--- src/rtl/simple_ps_pkg.sv ---
// Shared definitions for the SIMPLE processor phase-driven datapath.
package simple_ps_pkg;

    // Sequencer phase indices and phase bus width
    localparam int PHASE_W  = 5;
    localparam int P_FETCH  = 0;
    localparam int P_DECODE = 1;
    localparam int P_READ   = 2;
    localparam int P_EXEC   = 3;
    localparam int P_COMMIT = 4;

    // Default datapath widths
    localparam int ADDR_W_DEF = 12;
    localparam int DATA_W_DEF = 16;

    // Run-state encoding
    typedef enum logic {
        RUN  = 1'b0,
        HALT = 1'b1
    } run_state_t;

    // More than one phase strobe set at once
    function automatic logic phase_illegal(input logic [PHASE_W-1:0] p);
        return (p & (p - PHASE_W'(1))) != '0;
    endfunction

endpackage

--- src/rtl/oneshot.sv ---
// Rising-edge detector: pulse is high for the cycle in which d is high
// and its registered history is low.
module oneshot (
    input  logic clock,
    input  logic reset,
    input  logic d,
    output logic pulse
);

    logic d_q;

    // Track the previous sample of d; reset forgets any prior level
    always_ff @(posedge clock) begin
        if (reset) d_q <= 1'b0;
        else       d_q <= d;
    end

    assign pulse = d & ~d_q;

endmodule

--- src/rtl/fetch_stage.sv ---
// PC / instruction-register stage. Fetches on phase 0, commits the next PC
// on phase 4, and freezes in HALT until the run switch is toggled on.
module fetch_stage
    import simple_ps_pkg::*;
#(
    parameter int                 ADDR_W   = ADDR_W_DEF,
    parameter int                 DATA_W   = DATA_W_DEF,
    parameter logic [ADDR_W-1:0]  RESET_PC = '0
) (
    input  logic                clock,
    input  logic                reset,
    input  logic [PHASE_W-1:0]  phase_bus,
    input  logic                exec,
    input  logic [DATA_W-1:0]   imem_rdata,
    input  logic                branch_taken,
    input  logic [ADDR_W-1:0]   branch_target,
    input  logic                halt_req,
    output logic [ADDR_W-1:0]   imem_addr,
    output logic                imem_re,
    output logic [ADDR_W-1:0]   pc,
    output logic [ADDR_W-1:0]   pc_plus1,
    output logic [DATA_W-1:0]   ir,
    output logic                ir_valid,
    output logic                halted,
    output logic                phase_err
);

    localparam logic [PHASE_W-1:0] PH_FETCH  = PHASE_W'(1) << P_FETCH;
    localparam logic [PHASE_W-1:0] PH_COMMIT = PHASE_W'(1) << P_COMMIT;

    run_state_t state;
    logic       exec_rise;

    oneshot u_exec_edge (
        .clock (clock),
        .reset (reset),
        .d     (exec),
        .pulse (exec_rise)
    );

    assign imem_addr = pc;
    assign imem_re   = phase_bus[P_FETCH] & (state == RUN);
    assign halted    = (state == HALT);

    // PC/IR/run-state update; illegal strobes only raise the sticky error
    always_ff @(posedge clock) begin
        if (reset) begin
            pc        <= RESET_PC;
            pc_plus1  <= RESET_PC + ADDR_W'(1);
            ir        <= '0;
            ir_valid  <= 1'b0;
            phase_err <= 1'b0;
            state     <= RUN;
        end else begin
            if (phase_illegal(phase_bus)) phase_err <= 1'b1;
            case (state)
                RUN: begin
                    if (phase_bus == PH_FETCH) begin
                        ir       <= imem_rdata;
                        pc_plus1 <= pc + ADDR_W'(1);
                        ir_valid <= 1'b1;
                    end else if (phase_bus == PH_COMMIT) begin
                        // Halt takes priority; the halted PC still points past HLT
                        if (halt_req) begin
                            pc    <= pc_plus1;
                            state <= HALT;
                        end else if (branch_taken) begin
                            pc <= branch_target;
                        end else begin
                            pc <= pc_plus1;
                        end
                    end
                end
                HALT: begin
                    // Any phase strobe on the resume edge is deliberately dropped
                    if (exec_rise) begin
                        state    <= RUN;
                        ir_valid <= 1'b0;
                    end
                end
                default: state <= RUN;
            endcase
        end
    end

endmodule

--- config.mk ---
export PLATFORM = sky130hd
export DESIGN_NAME = fetch_stage
export DESIGN_NICKNAME = d
export VERILOG_FILES = /design/src/rtl/simple_ps_pkg.sv /design/src/rtl/oneshot.sv /design/src/rtl/fetch_stage.sv
export SDC_FILE = /design/constraint.sdc
export NUM_CORES = 1
export LEC_CHECK = 0
export ABC_AREA = 1
export CAP_MARGIN = 20
export CORE_MARGIN = 2
export CORE_UTILIZATION = 42
export CTS_CLUSTER_SIZE = 30
export DETAILED_ROUTE_END_ITERATION = 8
export PLACE_DENSITY = 0.89
export SETUP_SLACK_MARGIN = 0.02
export SLEW_MARGIN = 20
export SYNTH_ARGS = -nofsm -noshare
export SYNTH_HDL_FRONTEND = slang
export SYNTH_SLANG_ARGS = --single-unit
--- constraint.sdc ---
create_clock -name clock -period 1.7 [get_ports clock]
set_clock_uncertainty 0.1 [all_clocks]
set_input_delay 0.17 -clock clock [delete_from_list [all_inputs] [get_ports clock]]
set_output_delay 0.17 -clock clock [all_outputs]
set_load 0.01 [all_outputs]
## Word level (Yosys, flattened, before mapping)

Cells that the tools add are included.

- Bits in registers: 44
- Input bits: 38
- Output and inout port bits: 56
- Logic and storage cells: 33

- $add $sub $neg: 2
- Equal/unequal tests: 4
- Muxes and demuxes: 10
- Bitwise operators: 6
- Reductions and logical operators: 4

Operators with widths:

| kind | number |
|---|---|
| 12-bit 2-to-1 mux | 2 |
| 12-bit by 1-bit adder with 12-bit output (second input constant) | 1 |
| 1-bit 2-to-1 mux | 6 |
| 5-bit AND | 1 |
| 5-bit by 1-bit == test with 1-bit output (second input constant) | 1 |
| 5-bit == test (second input constant) | 1 |
| 5-bit nonzero test | 1 |
| 5-bit by 1-bit subtractor with 5-bit output (second input constant) | 1 |
| 2-bit by 1-bit != test with 1-bit output (second input constant) | 2 |
| 1-bit case mux with 2 select lines | 2 |
| 2-bit AND reduction | 2 |
| 1-bit NOT | 3 |
| 3-bit AND reduction | 1 |
| 1-bit AND | 2 |

## Depth between registers and ports, before layout

- Depth in word-level cells: 4
- Mapped depth: 8
- Mapped depth without buffers: 8

## By module

Synthesis repeated with hierarchy kept, for this count alone.

- Cell total of the unflattened synthesis: 308
- Area, all modules: 2133.3 um2

Modules (own cells, without submodules):

| module | times used | cells an instance | area an instance (um2) |
|---|---|---|---|
| fetch_stage | 1 | 304 | 2102.0 |
| oneshot | 1 | 4 | 31.3 |

## Worst setup path after synthesis

OpenSTA, ideal clock, no wires.

- Path type: reg2reg
- Start: reg pc[0], in the netlist imem_addr[0]
- End: reg pc_plus1[8]
- Data arrival time: 1244 ps
- Path slack: 247 ps
- Stages on the path, launching flop included: 9
- Period minus slack after synthesis: 1453 ps
- Path through: dfxtp_1 ha_1 nand3_1 nor2_1 nand2_1 nand2_1 nand3_1 nand2_1 inv_1

- Longest elaborated chain between the ends: 1

RTL lines:

| what | line | source |
|---|---|---|
| from (decl) | fetch_stage.sv:20 | `output logic [ADDR_W-1:0] pc,` |
| from (signal assigned) | fetch_stage.sv:65 | `pc <= pc_plus1;` |
| from (signal assigned) | fetch_stage.sv:68 | `pc <= branch_target;` |
| from (signal assigned) | fetch_stage.sv:70 | `pc <= pc_plus1;` |
| 12-bit by 1-bit adder with 12-bit output | fetch_stage.sv:60 | `pc_plus1 <= pc + ADDR_W'(1);` |
| to (signal assigned) | fetch_stage.sv:49 | `pc_plus1 <= RESET_PC + ADDR_W'(1);` |
| to (signal assigned) | fetch_stage.sv:60 |  |
| to (decl) | fetch_stage.sv:21 | `output logic [ADDR_W-1:0] pc_plus1,` |

No other way between the ends.
A chain may end at the register's enable or synchronous reset.

## Worst setup path in the final report

- Start: reg pc[3], in the netlist imem_addr[3]
- End: out imem_addr[3]

RTL lines:

| what | line | source |
|---|---|---|
| to (decl) | fetch_stage.sv:18 | `output logic [ADDR_W-1:0] imem_addr,` |

No word-level cell between the ends.

==> impl_metrics.toml <==
[status]
outcome = "complete, no violations"

[synthesis]
synth_compound_gate_area_share_pct = 10.2
syn_area_um2 = 2110
synthMuxAreaShare_pct = 0
avgSynthCellArea_um2 = 6.84
synthArstFlopShare_pct = 0
synth_cells = 309
synth_cell_type_count = 24
synth_edf_count = 0
yosys_warnings = 0
synth_seq_cells = 44
yosysSeqAreaShare_pct = 41.7
synthSimpleGateAreaFrac_pct = 33.6
synth_top_family_by_area = "simple AND/OR/NAND/NOR gates"
synth.net_count = 348
synthAdderAreaFrac_pct = 0.592
synth_xor_area_share_pct = 2.07
synth_ff_type = "dfxtp_1"

[clock_network]
htree_levels = 2
cts-root-buf = "clkbuf_8"
clk_pin_slew_worst_paths_ns = 0.08
cts_tree = "done"
cts_inserted_buffers = 5
clockBufferDepth = 2
clkLatencyLatePin_ns = 0.29
clock_sinks = 44

[global_route]
grt_pass1_wl_um = 9520
busiest_layer = "met2"
use_met2_pct = 38.7
grt_use_met1_pct = 25.8
gr-usage-all-layers_pct = 22.0
use_met3_pct = 6.83
grt_antenna_before_repair = 0
grt_max_degree = 27
grt_overflow_total = 0
grt_pass1_vias = 2141

[power]
intPower_mw = 1.48
clkPwrFrac_pct = 31.5
comb_power_share_pct = 13.6
powerDensity_nw_per_um2 = 620
vdd_drop_max_uv = 420
leakagePower_nw = 1.26
p_sw_mw = 0.462
switching_share_pct = 23.8
seq_power_share_pct = 54.9

[timing]
timing_hold_violations_final = 0
worst_slack_ns = 0.0635
setup_viol = 0
worst_pin_slew_ns = 0.435
rsz0062_at_grt = "no"
timing.hold.ws_ns = 0.320
slew_violations = 0
fin_crit_ns = 1.64
slew-limit-headroom_pct = 70.9
finalCritPeriodShare_pct = 96.3
clock.fmax_ghz = 0.611

[critical_path]
critPathMaxFanout = 6
cp.buffers_inverters = 1
critPathKind = "reg2out"
slowest_delay_ns = 0.60
cpMaxStageDelayCell = "clkdlybuf4s50_1"
critPathCaptureType = "primary output"
arrival_ns = 1.37
required_ns = 1.43
cp_cell_sequence = "clkdlybuf4s50_1"
start_kind = "flop"
crit_family = "buffers and inverters"

[floorplan]
die_h_um = 74.9
core-area_um2 = 4790
rows = 25
dieWidth_um = 74.9
die_area_um2 = 5620
io_pins = 94
initial_utilization_pct = 44.2

[layout]
final_cell_mix = "100 x nand2_1, 92 x clkdlybuf4s50_1, 42 x dfxtp_1"
diodes = 0
final_common_cell = "nand2_1"
final_cells = 461
fin_nets = 433
syn2layout_area_growth_pct = 48.3
drive_gt1_share_pct = 6.09

[min_path]
hold_path_class = "in2reg"

[placement]
post-place-ws_ns = -0.00742
port_buffers = 93
dp.cells = 454
dp_hpwl_um = 4300
place.gp.congestion = 0.849

[route]
finalWirelength_um = 5740
dr.pass1.iters = 5
viasPerCell = 4.89
drt_iter0_drc = 138
antenna_left = 0
remaining_drc_errors = 0
wl_per_cell_um = 12.5
vias = 2252

[run]
max-cap-violations = 0
[cells by family (layout without fill, tap and decap cells)]
group	count (synthesis)	after routing
adder cells (fa/ha/maj)	1	1
buffers and inverters	48	133
XOR/XNOR	5	5
AO/OA/AOI/OAI	43	43
flip-flops	44	44
AND/OR/NAND/NOR	168	168
[layer usage]
layer  routed length [µm]  share of wire [%]  vias to the layer above
li1                     -                  -                     1133
met1                 2340                 41                     1032
met2                 2890                 50                       79
met3                  423                7.4                        8
met4                   88                1.5                        0
met5                    0                  0                        -
[per-stage QoR]
step           total power [mW]  util [%]  TNS (ns)  area [µm²]
2_1_floorplan              1.19         -         0        2110
3_3_place_gp               1.35      63.8         0        3060
3_5_place_dp               1.36      63.8  -0.00742        3060
4_1_cts                    1.96      65.4         0        3130
5_1_grt                    2.03      65.5         0        3130
6_report                   1.94      65.5         0        3130
[path summary, 6_finish.rpt]
check / from / endpoint / slack [ns] / cells after the start
worst min register to register: ir[14] / ir[14] / 0.36 / 2
worst min-delay path: imem_rdata[15] / ir[15] / 0.32 / 3
worst max register to register: imem_addr[0] / pc_plus1[8] / 0.23 / 8
worst max-delay path: imem_addr[3] / imem_addr[3] / 0.06 / 1
[sequential cells by signal, summed over array words and instances, names as in the netlist]
signal	flops
halted	1
imem_addr	12
ir	16
ir_valid	1
pc_plus1	12
phase_err	1
u_exec_edge.d_q	1
[timing repair]
item | in CTS | in global routing
cloned | 0 | 0
hold buffers | 0 | 0
gates resized for setup | 1 | 2
endpoints found under the setup margin | 1 | 4
setup buffers | 0 | 0
[area by class of cell]
| cell class | count | area, µm² |
|---|---|---|
| tap | 67 | 83.8 |
| inverter | 23 | 88.8 |
| clock inverter | 1 | 5.00 |
| timing repair buffer | 103 | 1020 |
| clock buffer | 6 | 72.6 |
| fill | 426 | 1650 |
| sequential | 44 | 883 |
| multi-input combinational | 217 | 983 |
[power groups by stage]
stage	registers, mW	clock network (mW)	logic, mW
after floorplan	1.10	0	0.0977
after global placement	1.09	0	0.260
after detailed placement	1.09	0	0.266
after CTS	1.07	0.631	0.266
after global routing	1.07	0.671	0.289
final	1.07	0.612	0.264
[synth_stat cells, types with 3 or more instances]
cell / count / area, µm²
a21oi_1: 27 / 135
buf_2: 5 / 25.0
buf_4: 12 / 90.1
clkbuf_1: 5 / 18.8
dfxtp_1: 44 / 881
inv_1: 21 / 78.8
nand2_1: 100 / 375
nand3_1: 22 / 110
nand3b_1: 4 / 30.0
nor2_1: 37 / 139
o21ai_0: 10 / 50.1
o21ai_1: 5 / 25.0
xnor2_1: 3 / 26.3
Note: power is estimated with default switching activity, not from simulation.
